<file path="config.mk">
export PLATFORM = sky130hd
export DESIGN_NAME = rgb_fade_sequencer
export DESIGN_NICKNAME = d
export VERILOG_FILES = /design/src/rtl/rgb_fade_sequencer.sv
export SDC_FILE = /design/constraint.sdc
export NUM_CORES = 1
export LEC_CHECK = 0
export BUFFER_PORTS_ARGS = -buffer_cell sky130_fd_sc_hd__buf_2
export CAP_MARGIN = 10
export CELL_PAD_IN_SITES_DETAIL_PLACEMENT = 1
export CELL_PAD_IN_SITES_GLOBAL_PLACEMENT = 2
export CORE_MARGIN = 4
export CORE_UTILIZATION = 32
export DETAILED_ROUTE_END_ITERATION = 10
export PLACE_DENSITY_LB_ADDON = 0.1
export SLEW_MARGIN = 5
export SYNTH_ARGS = -nofsm -noshare
export SYNTH_HDL_FRONTEND = slang
export SYNTH_SLANG_ARGS = --single-unit
</file>
<file path="constraint.sdc">
create_clock -name clk -period 3.32 [get_ports clk]
set_input_delay 0.166 -clock clk [delete_from_list [all_inputs] [get_ports clk]]
set_output_delay 0.166 -clock clk [all_outputs]
set_load 0.02 [all_outputs]
</file>
<file path="src/rtl/rgb_fade_sequencer.sv">
// Cycles three PWM duty values through a six-phase hue wheel, one ramp step per STEP_PERIODS periods.
// Optional FADE_SEQ_HOLD_EN adds a HOLD pause of HOLD_PERIODS periods after each completed phase.
module rgb_fade_sequencer #(
  parameter int unsigned PWM_INTERVAL = 1200,
  parameter int unsigned STEP_SIZE    = 12,
  parameter int unsigned STEP_PERIODS = 1,
  parameter int unsigned HOLD_PERIODS = 50
) (
  input  logic                            clk,
  input  logic                            rst_n,
  input  logic                            run,
  output logic [$clog2(PWM_INTERVAL)-1:0] pwm_value_r,
  output logic [$clog2(PWM_INTERVAL)-1:0] pwm_value_g,
  output logic [$clog2(PWM_INTERVAL)-1:0] pwm_value_b,
  output logic                            period_start,
  output logic [2:0]                      phase
);

  localparam int unsigned W  = $clog2(PWM_INTERVAL);
  localparam int unsigned W1 = W + 1;
  localparam int unsigned SW = (STEP_PERIODS > 1) ? $clog2(STEP_PERIODS) : 1;
  localparam logic [W-1:0]  MAX_V     = W'(PWM_INTERVAL - 1);
  localparam logic [W1-1:0] STEP_V    = W1'(STEP_SIZE);
  localparam logic [SW-1:0] STEP_LAST = SW'(STEP_PERIODS - 1);

  if (STEP_PERIODS < 1 || HOLD_PERIODS < 1) begin : g_param_check
    $error("rgb_fade_sequencer: STEP_PERIODS and HOLD_PERIODS must be >= 1");
  end

`ifdef FADE_SEQ_HOLD_EN
  localparam int unsigned HW = (HOLD_PERIODS > 1) ? $clog2(HOLD_PERIODS) : 1;
  localparam logic [HW-1:0] HOLD_LAST = HW'(HOLD_PERIODS - 1);
  typedef enum logic [1:0] {S_IDLE, S_RAMP, S_HOLD} state_t;
  logic [HW-1:0] hold_cnt, hold_nxt;
`else
  typedef enum logic [0:0] {S_IDLE, S_RAMP} state_t;
`endif

  state_t        state, state_nxt;
  logic [W-1:0]  cnt;
  logic [SW-1:0] step_cnt, step_nxt;
  logic [W-1:0]  r_nxt, g_nxt, b_nxt;
  logic [2:0]    phase_nxt;
  logic          landed;

  // Saturating up step, summed one bit wider so it cannot wrap.
  function automatic logic [W-1:0] step_up(input logic [W-1:0] v);
    logic [W1-1:0] sum;
    sum = {1'b0, v} + STEP_V;
    return (sum >= {1'b0, MAX_V}) ? MAX_V : sum[W-1:0];
  endfunction

  function automatic logic [W-1:0] step_down(input logic [W-1:0] v);
    return ({1'b0, v} < STEP_V) ? '0 : W'({1'b0, v} - STEP_V);
  endfunction

  // State and datapath registers; period_start is registered so it stays low until the first full wrap.
  always_ff @(posedge clk or negedge rst_n) begin
    if (!rst_n) begin
      state        <= S_IDLE;
      cnt          <= '0;
      period_start <= 1'b0;
      step_cnt     <= '0;
      pwm_value_r  <= MAX_V;
      pwm_value_g  <= '0;
      pwm_value_b  <= '0;
      phase        <= 3'd0;
`ifdef FADE_SEQ_HOLD_EN
      hold_cnt     <= '0;
`endif
    end else begin
      state        <= state_nxt;
      cnt          <= (cnt == MAX_V) ? '0 : cnt + W'(1);
      period_start <= (cnt == MAX_V);
      step_cnt     <= step_nxt;
      pwm_value_r  <= r_nxt;
      pwm_value_g  <= g_nxt;
      pwm_value_b  <= b_nxt;
      phase        <= phase_nxt;
`ifdef FADE_SEQ_HOLD_EN
      hold_cnt     <= hold_nxt;
`endif
    end
  end

  // Next state and duty values; everything moves only on a period_start cycle.
  always_comb begin
    state_nxt = state;
    step_nxt  = step_cnt;
    r_nxt     = pwm_value_r;
    g_nxt     = pwm_value_g;
    b_nxt     = pwm_value_b;
    phase_nxt = phase;
    landed    = 1'b0;
`ifdef FADE_SEQ_HOLD_EN
    hold_nxt  = hold_cnt;
`endif
    if (period_start) begin
      case (state)
        S_IDLE: begin
          if (run) begin
            state_nxt = S_RAMP;
            step_nxt  = '0;
          end
        end
        S_RAMP: begin
          if (!run) begin
            state_nxt = S_IDLE;
            step_nxt  = '0;
          end else if (step_cnt == STEP_LAST) begin
            step_nxt = '0;
            case (phase)
              3'd0:    begin g_nxt = step_up(pwm_value_g);   landed = (g_nxt == MAX_V); end
              3'd1:    begin r_nxt = step_down(pwm_value_r); landed = (r_nxt == '0);    end
              3'd2:    begin b_nxt = step_up(pwm_value_b);   landed = (b_nxt == MAX_V); end
              3'd3:    begin g_nxt = step_down(pwm_value_g); landed = (g_nxt == '0);    end
              3'd4:    begin r_nxt = step_up(pwm_value_r);   landed = (r_nxt == MAX_V); end
              default: begin b_nxt = step_down(pwm_value_b); landed = (b_nxt == '0);    end
            endcase
            if (landed) begin
              phase_nxt = (phase == 3'd5) ? 3'd0 : phase + 3'd1;
`ifdef FADE_SEQ_HOLD_EN
              state_nxt = S_HOLD;
              hold_nxt  = '0;
`endif
            end
          end else begin
            step_nxt = step_cnt + SW'(1);
          end
        end
`ifdef FADE_SEQ_HOLD_EN
        S_HOLD: begin
          if (!run) begin
            state_nxt = S_IDLE;
            hold_nxt  = '0;
          end else if (hold_cnt == HOLD_LAST) begin
            state_nxt = S_RAMP;
            hold_nxt  = '0;
            step_nxt  = '0;
          end else begin
            hold_nxt = hold_cnt + HW'(1);
          end
        end
`endif
        default: state_nxt = S_IDLE;
      endcase
    end
  end

endmodule
</file>
Yosys cells after proc, flatten, opt, wreduce, memory -nomap -nowiden
Index checks and enable logic that the tools add are counted.

Bits in registers: 50. Bits of input ports: 3. Output and inout bits: 37. Word-level logic and storage cells: 69.

Add/sub/neg operators: 9. $lt $le $gt $ge: 6. Equal/unequal tests: 10. Mux-type cells: 21. Bitwise operators: 3. Reduce and logical (&&, ||, !) cells: 12.

Operator list (number): 11-bit 2-to-1 mux (7); 11-bit one-hot mux with 2 select lines (3); 11-bit == test, second input constant (4); 11-bit by 4-bit adder with 12-bit output, second input constant (3); 12-bit by 11-bit greater-or-equal comparator with 1-bit output, second input constant (3); 11-bit zero test (3); 11-bit by 4-bit less-than comparator with 1-bit output, second input constant (3); 11-bit by 4-bit subtractor with 11-bit output, second input constant (3); 5-bit AND reduction (4); 11-bit by 1-bit adder with 11-bit output, second input constant (1); 1-bit 2-to-1 mux (8); 3-bit by 2-bit == test with 1-bit output, second input constant (2); 3-bit == test, second input constant (2); 1-bit one-hot mux with 5 select lines (1); 2-bit nonzero test (2); 4-bit OR reduction (1); 3-bit by 1-bit adder with 3-bit output, second input constant (1); 3-bit by 1-bit == test with 1-bit output, second input constant (1); 3-bit zero test (1); 3-bit 2-to-1 mux (1); 1-bit NOT (3); 2-bit != test, second input constant (1); 1-bit one-hot mux with 2 select lines (1); 2-bit AND reduction (1); 1-bit adder, second input constant (1).

Longest topological paths before layout
Gate-level depths: netlist (run 1).

Depth in word-level cells: 10. Mapped depth: 13. Depth with buffers taken out: 11.

Worst setup path before layout (run 1)
OpenSTA, ideal clock, no wires.

Path type: register to register. Start point: register pwm_value_r[2]. End point: register phase[2]. Setup time: 77 ps. Arrival time: 3191 ps. Required time: 3243 ps. Path slack: 52 ps. Stages on the path, launching flop included: 14. Path buffers: 2. Clock period less this slack: 3268 ps. Path through: dfstp_2 clkbuf_1 inv_1 ha_1 buf_6 and4b_1 nand4_2 or3_1 a211o_1 and3_4 a21boi_4 nor4_4 a32oi_1 o21ai_1.

Cells in the longest elaborated chain, start to end: 10. Elaborated cells between the ends (all ways): 14. Those cells by class: add/sub (2); order compare (2); eq/ne (1); mux (7); reduce/logical (2).

RTL lines: from (decl) (line 12) `output logic [$clog2(PWM_INTERVAL)-1:0] pwm_value_r,`; from (signal assigned) (line 76) `pwm_value_r <= r_nxt;`; 11-bit by 4-bit adder with 12-bit output (line 49) `sum = {1'b0, v} + STEP_V;`; 12-bit by 11-bit greater-or-equal comparator with 1-bit output (line 50) `return (sum >= {1'b0, MAX_V}) ? MAX_V : sum[W-1:0];`; 11-bit 2-to-1 mux (line 50); 11-bit == test (line 117) `3'd4: begin r_nxt = step_up(pwm_value_r); landed = (r_nxt == MAX_V); end`; 1-bit one-hot mux with 5 select lines * (line 112) `case (phase)`; 1-bit 2-to-1 mux * (line 110) `end else if (step_cnt == STEP_LAST) begin`; 1-bit 2-to-1 mux * (line 107) `if (!run) begin`; 1-bit 2-to-1 mux * (line 99) `case (state)`; 1-bit 2-to-1 mux * (line 98) `if (period_start) begin`; 5-bit AND reduction (no line) *; to (signal assigned) (line 79) `phase <= phase_nxt;`; to (decl) (line 16) `output logic [2:0] phase`.

Mark *: on every way between the ends. The rest lies on a longest branch, timed or not. The select of a mux whose other input is x is not followed. A chain may end at the register's enable or synchronous reset.

Final worst setup path (run 1)
Start point: register pwm_value_r[3]. End point: register phase[2].

Same word-level chain as after synthesis.

==> reports/qor.csv, run 1 <==
metric,value,unit
status,"complete, no violations",
cts_tree,built,
start_kind,flip-flop,
path_buf_inv,1,
clockRootBuffer,clkbuf_16,
drtIter0Drc,202,
wirelength,14.6,mm
synthesis.area,4270,um2
clockBufferDepth,2,
max_slew_margin,0.476,
postRouteAntennaNets,0,
vias,4479,
p_per_area,237,nW/um2
p_sw,0.280,mW
syn_nets,575,
nets,619,
core,12800,um2
reg2reg_slack,0.21,ns
fin_util,0.385,
die_h,123,um
via_per_inst,5.74,
seq_power_share,0.511,
avgSynthCellArea,7.58,um2
synth.top_cell.area_share,0.246,
place_hpwl,11.0,mm
cp_num_cells,11,
drc,0,
cpLargestDelayFamily,simple AND/OR/NAND/NOR gates,
antenna_cells,0,
cp_max_fo,12,
setup_viol,0,
crit_arrival,3.29,ns
grt_pass1_wl,24.0,mm
cellLeakagePower,2.15,nW
synth_area_leaders,"dfrtp_1 25%, a21oi_1 5.6%, o21ai_0 5.5%, nand2_1 5.0%, nor2_1 4.8%",
hold_class,input pin to flip-flop,
postSynthCellCount,563,
grt_antenna_before_repair,0,
clkSinkCount,49,
die_x,123,um
ys_seq_area_frac,0.289,
path_class,flip-flop to flip-flop,
wl_per_cell,18.7,um
end_kind,flip-flop,
layout-drive-gt1-share,0.168,
ir_worst_vdd,0.190,mV
synth_edf_count,0,
synthArstFlopShare,1.00,
area_growth,15.6,%
cpPeakStageDelay,0.63,ns
max_freq,322,MHz
period_share,0.935,
start_util,0.333,
yosysWarnings,0,
worstMarginPinSlew,0.779,ns
layout_commonest_cell,nand2_1,
fp-row-count,41,
grt_pass1_vias,4443,
finalSetupTns,0,ns
overflow,0,
detailedPlace.worstSlack,0.228,ns
clkTransAtPathRegs,0.08,ns
cts_max_level,2,
synth-seq-cells,49,
max_cap_violations,0,
cts_buffers,5,
hold_viol,0,
layout_setup_ws,0.214,ns
finalMaxSlewViolations,0,
gp_congestion,0.856,
crit_chain,inv_1 -> ha_1 -> and4b_1 -> nand4_2 -> or3_1 -> a211o_1 -> and3_4 -> a21boi_4 -> o211a_1 -> a211oi_1 -> o21ai_1,
share_comb_of_total_power,0.014,
drt_first_pass_iters,4,
clock_latency,0.31,ns
grt_use_total,0.199,
power.share.clock,0.475,
p_int,0.888,mW
mostFrequentLayoutCells,"57 x nand2_1, 55 x nor2_1, 48 x a21oi_1",
reg2reg_depth,11,
cts_resized,0,
grt_max_degree,30,
synth_cell_types,72,
final.min_clock_period,3.11,ns
synthFlopType,dfrtp_1,
cpMaxStageDelayCell,dfstp_2,
whs,0.117,ns
switching_share,0.240,
crit_required,3.50,ns
die_area,15200,um2
ios,40,
finalPower,1.17,mW
numPortBuffers,39,
yosys.area.top_type,dfrtp_1,
clock-skew-final,0.0117,ns
rsz0062_at_grt,false,
whs_path_depth,2,
==> path summary, 6_finish.rpt <==
path                                                    to                  startpoint
max in group asynchronous       pwm_value_r[0]$_DFFE_PN1P_                       rst_n
worst max register to register        phase[2]$_DFFE_PN0P_  pwm_value_r[3]$_DFFE_PN1P_
min in group asynchronous       pwm_value_b[9]$_DFFE_PN0P_                       rst_n
worst min register to register            cnt[0]$_DFF_PN0_            cnt[0]$_DFF_PN0_
worst max-delay path                  phase[2]$_DFFE_PN0P_  pwm_value_r[3]$_DFFE_PN1P_
worst min-delay path                     state$_DFFE_PN0P_                         run
==> cells by family (layout without fill, tap and decap cells) <==
family                   Yosys count  count (layout)  share of synthesized area
adder cells (fa/ha/maj)            9               9                     0.0264
flip-flops                        49              49                      0.289
buffers and inverters             58             103                     0.0563
multiplexers                       8               8                     0.0196
AND/OR/NAND/NOR                  227             227                      0.274
AO/OA/AOI/OAI                    186             186                      0.281
XOR/XNOR                          26              26                     0.0534
==> per-layer routing <==
| layer | part of all wire | track usage | wire, um | vias up |
|---|---|---|---|---|
| met4 | 0.011 | 0.0408 | 164 | 0 |
| met5 | 0 | 0 | 0 | - |
| met3 | 0.040 | 0.0357 | 580 | 14 |
| li1 | - | - | - | 2159 |
| met2 | 0.48 | 0.326 | 6950 | 68 |
| met1 | 0.47 | 0.274 | 6880 | 2238 |
==> cell type report <==
type | count | area, um2
clock buffers | 5 | 125
clock inverters | 3 | 26.3
well taps | 172 | 215
inverters | 21 | 78.8
flip-flops and latches | 49 | 1230
repair buffers | 74 | 460
fillers | 1636 | 7890
multi-input cells | 456 | 2790
==> timing repair <==
action | CTS | global route
setup buffers | 0 | 0
setup endpoints to repair | 0 | 0
hold buffers | 1 | 0
endpoints found under the hold margin | 24 | 0
==> cells in the mapped netlist (all sizes together), types with 3 or more instances <==
cell    count
a211o       4
a211oi      8
a21boi      3
a21o        3
a21oi      48
a221oi      4
a22o        4
a31oi       9
a32oi       3
and2        4
and3        9
and4b       3
buf        10
clkbuf     27
dfrtp      42
dfstp       7
ha          9
inv        21
mux2        3
mux2i       5
nand2      57
nand2b     11
nand3      17
nand3b      4
nand4       8
nor2       56
nor2b       5
nor3       25
nor4        9
nor4bb      4
o211ai      8
o21a        4
o21ai      52
o22a        3
o22ai       8
o31ai       3
o32ai       5
o41ai       4
or2         4
or3         5
xnor2      13
xor2       13
==> registers in the layout (all words and copies together) (netlist names) <==
register / flops
cnt: 11
pwm_value_b: 11
pwm_value_g: 11
pwm_value_r: 11
phase: 3
period_start: 1
state: 1
==> worst reg2reg max path, delay by kind of cell (launching register included) <==
family / cells / cell delay [ns]
AND/OR/NAND/NOR: 4 / 1.07
buffers and inverters: 1 / 0.08
adder cells (fa/ha/maj): 1 / 0.20
flip-flops: 1 / 0.63
AO/OA/AOI/OAI: 5 / 0.99
==> power groups by stage <==
stage	logic, mW	clock network, mW	registers [mW]
floorplan	0.0000220	0	0.608
global placement	0.0163	0	0.608
detailed placement	0.0167	0	0.608
CTS	0.0176	0.578	0.597
global route	0.0192	0.606	0.597
finish	0.0160	0.555	0.597
==> stage by stage <==
stage | instances | area (um2)
6_report | 780 | 4930
4_1_cts | 780 | 4930
3_3_place_gp | 771 | 4770
5_1_grt | 780 | 4930
2_1_floorplan | 563 | 4270
3_5_place_dp | 771 | 4770
Power figures use the tool's default switching activity.
==> inputs of run 2 (changes only) <==
--- a/config.mk
+++ b/config.mk
@@ -11,7 +11,9 @@
 export CELL_PAD_IN_SITES_GLOBAL_PLACEMENT = 2
 export CORE_MARGIN = 4
 export CORE_UTILIZATION = 32
+export CTS_CLUSTER_SIZE = 8
 export DETAILED_ROUTE_END_ITERATION = 10
+export MAX_ROUTING_LAYER = met4
 export PLACE_DENSITY_LB_ADDON = 0.1
 export SLEW_MARGIN = 5
 export SYNTH_ARGS = -nofsm -noshare
==> run 2 against run 1 <==
  * Setup slack better by 0.0012 ns
  * Clock skew is 0.0017 ns higher
  * Hold slack lost 0.00077 ns
  * Power about the same
  * Cell area did not move
  * Sequential power hardly changed
==> reports/qor.csv, run 2 (synthesis gave the netlist of run 1 again) <==
metric,value,unit
status,"complete, no violations",
start_kind,flip-flop,
clkTransAtPathRegs,0.08,ns
path_class,flip-flop to flip-flop,
cts_max_level,2,
mostFrequentLayoutCells,"57 x nand2_1, 55 x nor2_1, 48 x a21oi_1",
cts_resized,0,
hp-start,run,
cts_buffers,5,
hold-path-endpoint,state$_DFFE_PN0P_,
reg2reg_slack,0.22,ns
clockRootBuffer,clkbuf_16,
clock-skew-final,0.0135,ns
cts_tree,built,
wl_per_cell,18.6,um
whs,0.117,ns
ir_worst_vdd,0.191,mV
final.min_clock_period,3.10,ns
max_cap_violations,0,
wirelength,14.5,mm
clockBufferDepth,2,
via_per_inst,5.76,
period_share,0.935,
reg2reg_depth,11,
start_util,0.333,
die_area,15200,um2
gp_congestion,0.869,
grt_use_total,0.204,
place_hpwl,11.0,mm
end_kind,flip-flop,
grt_pass1_vias,4453,
drc,0,
setup_viol,0,
seqCellArea,1230,um2
numPortBuffers,39,
crit_arrival,3.29,ns
whs_path_depth,2,
clkSinkCount,49,
max_slew_margin,0.474,
hold_class,input pin to flip-flop,
finalMaxSlewViolations,0,
r2r_start,pwm_value_r[3]$_DFFE_PN1P_,
max_freq,322,MHz
drt_first_pass_iters,4,
finalSetupTns,0,ns
overflow,0,
rsz0062_at_grt,false,
grt_pass1_wl,24.0,mm
regToRegEndpoint,phase[2]$_DFFE_PN0P_,
postRouteAntennaNets,0,
core,12800,um2
grt_antenna_before_repair,0,
fillerInstances,1636,
p_per_area,237,nW/um2
grt_max_degree,30,
ios,40,
die_h,123,um
hold_viol,0,
antenna_cells,0,
multi_input_area,2790,um2
nets,619,
cellLeakagePower,2.15,nW
worstMarginPinSlew,0.783,ns
layout-drive-gt1-share,0.168,
cp_max_fo,12,
layout_commonest_cell,nand2_1,
area_growth,15.6,%
drtIter0Drc,225,
fp-row-count,41,
crit_required,3.50,ns
clock_latency,0.31,ns
die_x,123,um
vias,4491,
[run 2: cell counts in the layout (fill, tap and decap cells not counted)]
No cell type changed its count.
[run 2: layout make-up]
type,count,area share
clock buffer,5,0.0254
clock inverter,3,0.00533
inverter,21,0.0160
multi-input combinational,456,0.566
sequential,49,0.250
tap,172,0.0436
timing repair buffer,74,0.0933
[run 2: what timing repair did]
item / 4_1_cts / 5_1_grt
hold buffers: 1 / 0
buffers inserted: 0 / 0
endpoints found under the hold margin: 24 / 0
endpoints found under the setup margin: 0 / 0
[run 2: per-layer routing]
metal  vias up  part of all wire  GRT usage
li1       2162                 -          -
met1      2245              0.48      0.275
met2        70              0.48      0.326
met3        14             0.035     0.0343
met4         0             0.011     0.0408
met5         -                 0          -
[run 2: worst max path at each step]
stage / startpoint / endpoint / slack (ns) / cells past startpoint
global route: pwm_value_r[3]$_DFFE_PN1P_ / phase[2]$_DFFE_PN0P_ / 0.03 / 12
global placement: pwm_value_r[3]$_DFFE_PN1P_ / phase[2]$_DFFE_PN0P_ / 0.31 / 11
finish: pwm_value_r[3]$_DFFE_PN1P_ / phase[2]$_DFFE_PN0P_ / 0.22 / 11
floorplan: pwm_value_r[2]$_DFFE_PN1P_ / phase[2]$_DFFE_PN0P_ / 0.05 / 13
CTS: pwm_value_r[3]$_DFFE_PN1P_ / phase[2]$_DFFE_PN0P_ / 0.22 / 11
detailed placement: pwm_value_r[3]$_DFFE_PN1P_ / phase[2]$_DFFE_PN0P_ / 0.23 / 11
[run 2: critical path: stages (launching register included)]
cell      delay (ns)
dfstp_2         0.63
inv_1           0.08
ha_1            0.20
and4b_1         0.32
nand4_2         0.18
or3_1           0.35
a211o_1         0.31
and3_4          0.23
a21boi_4        0.17
o211a_1         0.24
a211oi_1        0.18
o21ai_1         0.10
[run 2: report_power, final]
part           switching, mW  leakage, nW  internal [mW]
registers                  0        0.629          0.597
clock network          0.267       0.0752          0.289
logic                 0.0136         1.44        0.00237
[run 2: through the flow]
stage,instances,utilization,setup slack (ns),instance area [um2],power [mW]
2_1_floorplan,563,-,0.0520,4270,0.608
3_5_place_dp,771,0.372,0.228,4770,0.625
5_1_grt,780,0.385,0.0283,4930,1.22
6_report,780,0.385,0.216,4930,1.17
4_1_cts,780,0.385,0.219,4930,1.19
3_3_place_gp,771,0.372,0.313,4770,0.624
==> inputs of run 3 (changes only) <==
--- a/config.mk
+++ b/config.mk
@@ -5,12 +5,13 @@
 export SDC_FILE = /design/constraint.sdc
 export NUM_CORES = 1
 export LEC_CHECK = 0
+export ABC_AREA = 1
 export BUFFER_PORTS_ARGS = -buffer_cell sky130_fd_sc_hd__buf_2
 export CAP_MARGIN = 10
 export CELL_PAD_IN_SITES_DETAIL_PLACEMENT = 1
 export CELL_PAD_IN_SITES_GLOBAL_PLACEMENT = 2
 export CORE_MARGIN = 4
-export CORE_UTILIZATION = 32
+export CORE_UTILIZATION = 30
 export CTS_CLUSTER_SIZE = 8
 export DETAILED_ROUTE_END_ITERATION = 10
 export MAX_ROUTING_LAYER = met4
==> run 3 against run 2 <==
  * Count of clock-buffer cells in the layout did not move
  * Clock power rose by 26%
  * Combinational power fell by 2%
  * Critical path depth rose by 8
  * Setup slack improved by 0.39 ns
  * Die area fell by 0.96%
  * Cell count rose by 4.0%
  * Synthesized cell count rose by 6.4%
  * Sequential power barely moved
  * Register-to-register slack improved by 0.39 ns
  * Hold slack got worse by 0.0034 ns
  * Critical path type unchanged
  * Critical endpoint is now phase[1]$_DFFE_PN0P_
  * Highest routed layer unchanged
==> reports/qor.csv, run 3 <==
metric,value,unit
grt_max_degree,27,
mostFrequentLayoutCells,"146 x nand2_1, 75 x inv_1, 70 x nor2_1",
clock-skew-final,0.00574,ns
cellLeakagePower,2.25,nW
crit_required,3.56,ns
cp_max_fo,6,
path_buf_inv,2,
layout-drive-gt1-share,0.160,
synth_cell_types,46,
cts_buffers,5,
postRouteAntennaNets,0,
fp-row-count,41,
crit_chain,inv_2 -> ha_1 -> inv_1 -> nand3_1 -> nor2_1 -> nand2_1 -> xor2_1 -> nand3_1 -> nand2_2 -> nand2_2 -> nor2_2 -> o31ai_1 -> nand2_1 -> nor2_1 -> nand2_1 -> nand2_2 -> nand2_2 -> nand2_1 -> nand2_1,
max_cap_violations,0,
die_x,123,um
status,"complete, no violations",
drc,0,
numPortBuffers,39,
yosys.area.top_type,dfrtp_1,
cp_num_cells,19,
grt_antenna_before_repair,0,
final.min_clock_period,2.71,ns
clockBufferDepth,2,
fillerInstances,1690,
overflow,0,
syn_nets,611,
clkTransAtPathRegs,0.07,ns
antenna_cells,0,
cpMaxStageDelayCell,dfstp_2,
reg2reg_depth,19,
drt_first_pass_iters,6,
end_kind,flip-flop,
hold_viol,0,
finalMaxSlewViolations,0,
wirelength,12.6,mm
ir_worst_vdd,0.173,mV
cts_resized,0,
gp_congestion,0.807,
cts_tree,built,
clkSinkCount,49,
place_hpwl,9.78,mm
crit_arrival,2.95,ns
drtIter0Drc,129,
synthArstFlopShare,1.00,
whs,0.113,ns
synthFlopType,dfrtp_1,
layout_commonest_cell,nand2_1,
grt_use_total,0.178,
cpPeakStageDelay,0.58,ns
layout_setup_ws,0.609,ns
clock_latency,0.30,ns
post_dp_cell_area,4330,um2
cpMostUsedCell,nand2_1,
via_per_inst,4.97,
postSynthCellCount,599,
nets,650,
die_h,123,um
clockRootBuffer,clkbuf_16,
final_area,4540,um2
core,12800,um2
cpLargestDelayFamily,simple AND/OR/NAND/NOR gates,
yosys-top-cells-count,"146 x nand2_1, 75 x inv_1, 70 x nor2_1",
period_share,0.817,
synthesis.area,3960,um2
start_util,0.310,
grt_pass1_wl,20.8,mm
ys_seq_area_frac,0.312,
vias,4027,
synth_most_common_cell,nand2_1,
grt_pass1_vias,4043,
wl_per_cell,15.6,um
rsz0062_at_grt,false,
path_class,flip-flop to flip-flop,
area_growth,14.6,%
synth-seq-cells,49,
detailedPlace.worstSlack,0.581,ns
finalPower,1.31,mW
avgSynthCellArea,6.61,um2
worstMarginPinSlew,0.764,ns
ios,40,
yosysWarnings,0,
finalSetupTns,0,ns
synth.top_cell.area_share,0.265,
start_kind,flip-flop,
hold_class,input pin to flip-flop,
cts_max_level,2,
die_area,15100,um2
synth_area_leaders,"dfrtp_1 27%, nand2_1 14%, inv_1 7.1%, nor2_1 6.6%, o21ai_0 5.2%",
setup_viol,0,
max_freq,369,MHz
p_per_area,289,nW/um2
max_slew_margin,0.484,
whs_path_depth,3,
synth_edf_count,0,
run 3: cell count changes in the layout (fill, tap and decap cells not counted), sizes merged, moves of 8 or more:
| cell | before | now |
|---|---|---|
| nor3 | 25 | 14 |
| nor2 | 56 | 80 |
| nand3 | 17 | 42 |
| inv | 24 | 84 |
| a211oi | 8 | 0 |
| xnor2 | 13 | 2 |
| and3 | 9 | 0 |
| buf | 73 | 45 |
| nand2b | 11 | 0 |
| a21oi | 48 | 30 |
| nand2 | 57 | 157 |
run 3: repair_timing:
item                      in CTS  in global routing
hold endpoints to repair      20                  0
hold buffers                   1                  0
setup buffers                  0                  0
run 3: final timing paths:
path	startpoint	slack [ns]	to
max	pwm_value_r[2]$_DFFE_PN1P_	0.61	phase[1]$_DFFE_PN0P_
min	run	0.11	state$_DFFE_PN0P_
max reg2reg	pwm_value_r[2]$_DFFE_PN1P_	0.61	phase[1]$_DFFE_PN0P_
min reg2reg	cnt[0]$_DFF_PN0_	0.47	cnt[0]$_DFF_PN0_
max in group asynchronous	rst_n	2.02	pwm_value_r[1]$_DFFE_PN1P_
min in group asynchronous	rst_n	0.45	pwm_value_g[10]$_DFFE_PN0P_
run 3: cell families after synthesis:
| group | Yosys count | share of synthesized area |
|---|---|---|
| compound gates | 114 | 0.166 |
| buf+inv | 99 | 0.101 |
| xor+xnor | 17 | 0.0395 |
| flops | 49 | 0.312 |
| simple gates | 311 | 0.353 |
| fa+ha+maj | 9 | 0.0284 |
run 3: report_power, final:
group / leakage [nW] / internal (mW) / switching [mW] / total [mW]
sequential: 0.556 / 0.597 / 0 / 0.597
clock: 0.0944 / 0.436 / 0.264 / 0.699
combinational: 1.60 / 0.00234 / 0.0132 / 0.0156
run 3: worst register-to-register path: stages (launching register included):
cell and delay [ns]:
dfstp_2 0.58, inv_2 0.07, ha_1 0.21, inv_1 0.08
nand3_1 0.11, nor2_1 0.16, nand2_1 0.08, xor2_1 0.20
nand3_1 0.12, nand2_2 0.13, nand2_2 0.09, nor2_2 0.16
o31ai_1 0.15, nand2_1 0.10, nor2_1 0.04, nand2_1 0.08
nand2_2 0.08, nand2_2 0.09, nand2_1 0.06, nand2_1 0.06
run 3: stage by stage:
| stage | std cells | utilization |
|---|---|---|
| after floorplan | 599 | - |
| after global placement | 802 | 0.339 |
| after global routing | 811 | 0.355 |
| final | 811 | 0.355 |
| after detailed placement | 802 | 0.339 |
| after CTS | 811 | 0.355 |
run 3: layer usage:
metal	share of wire	GRT usage	vias to the layer above
met5	0	-	-
met2	0.46	0.286	56
met3	0.026	0.0265	12
met4	0.012	0.0357	0
met1	0.50	0.239	1923
li1	-	-	2036
run 3: final cells by class:
type                            instances  area (um2)  share of cell area
Clock inverter                          3        68.8              0.0152
Clock buffer                            5         125              0.0276
Inverter                               85         319              0.0703
Sequential cell                        49        1230               0.272
Multi-Input combinational cell        451        2320               0.512
Timing Repair Buffer                   46         250              0.0551
Tap cell                              172         215              0.0474
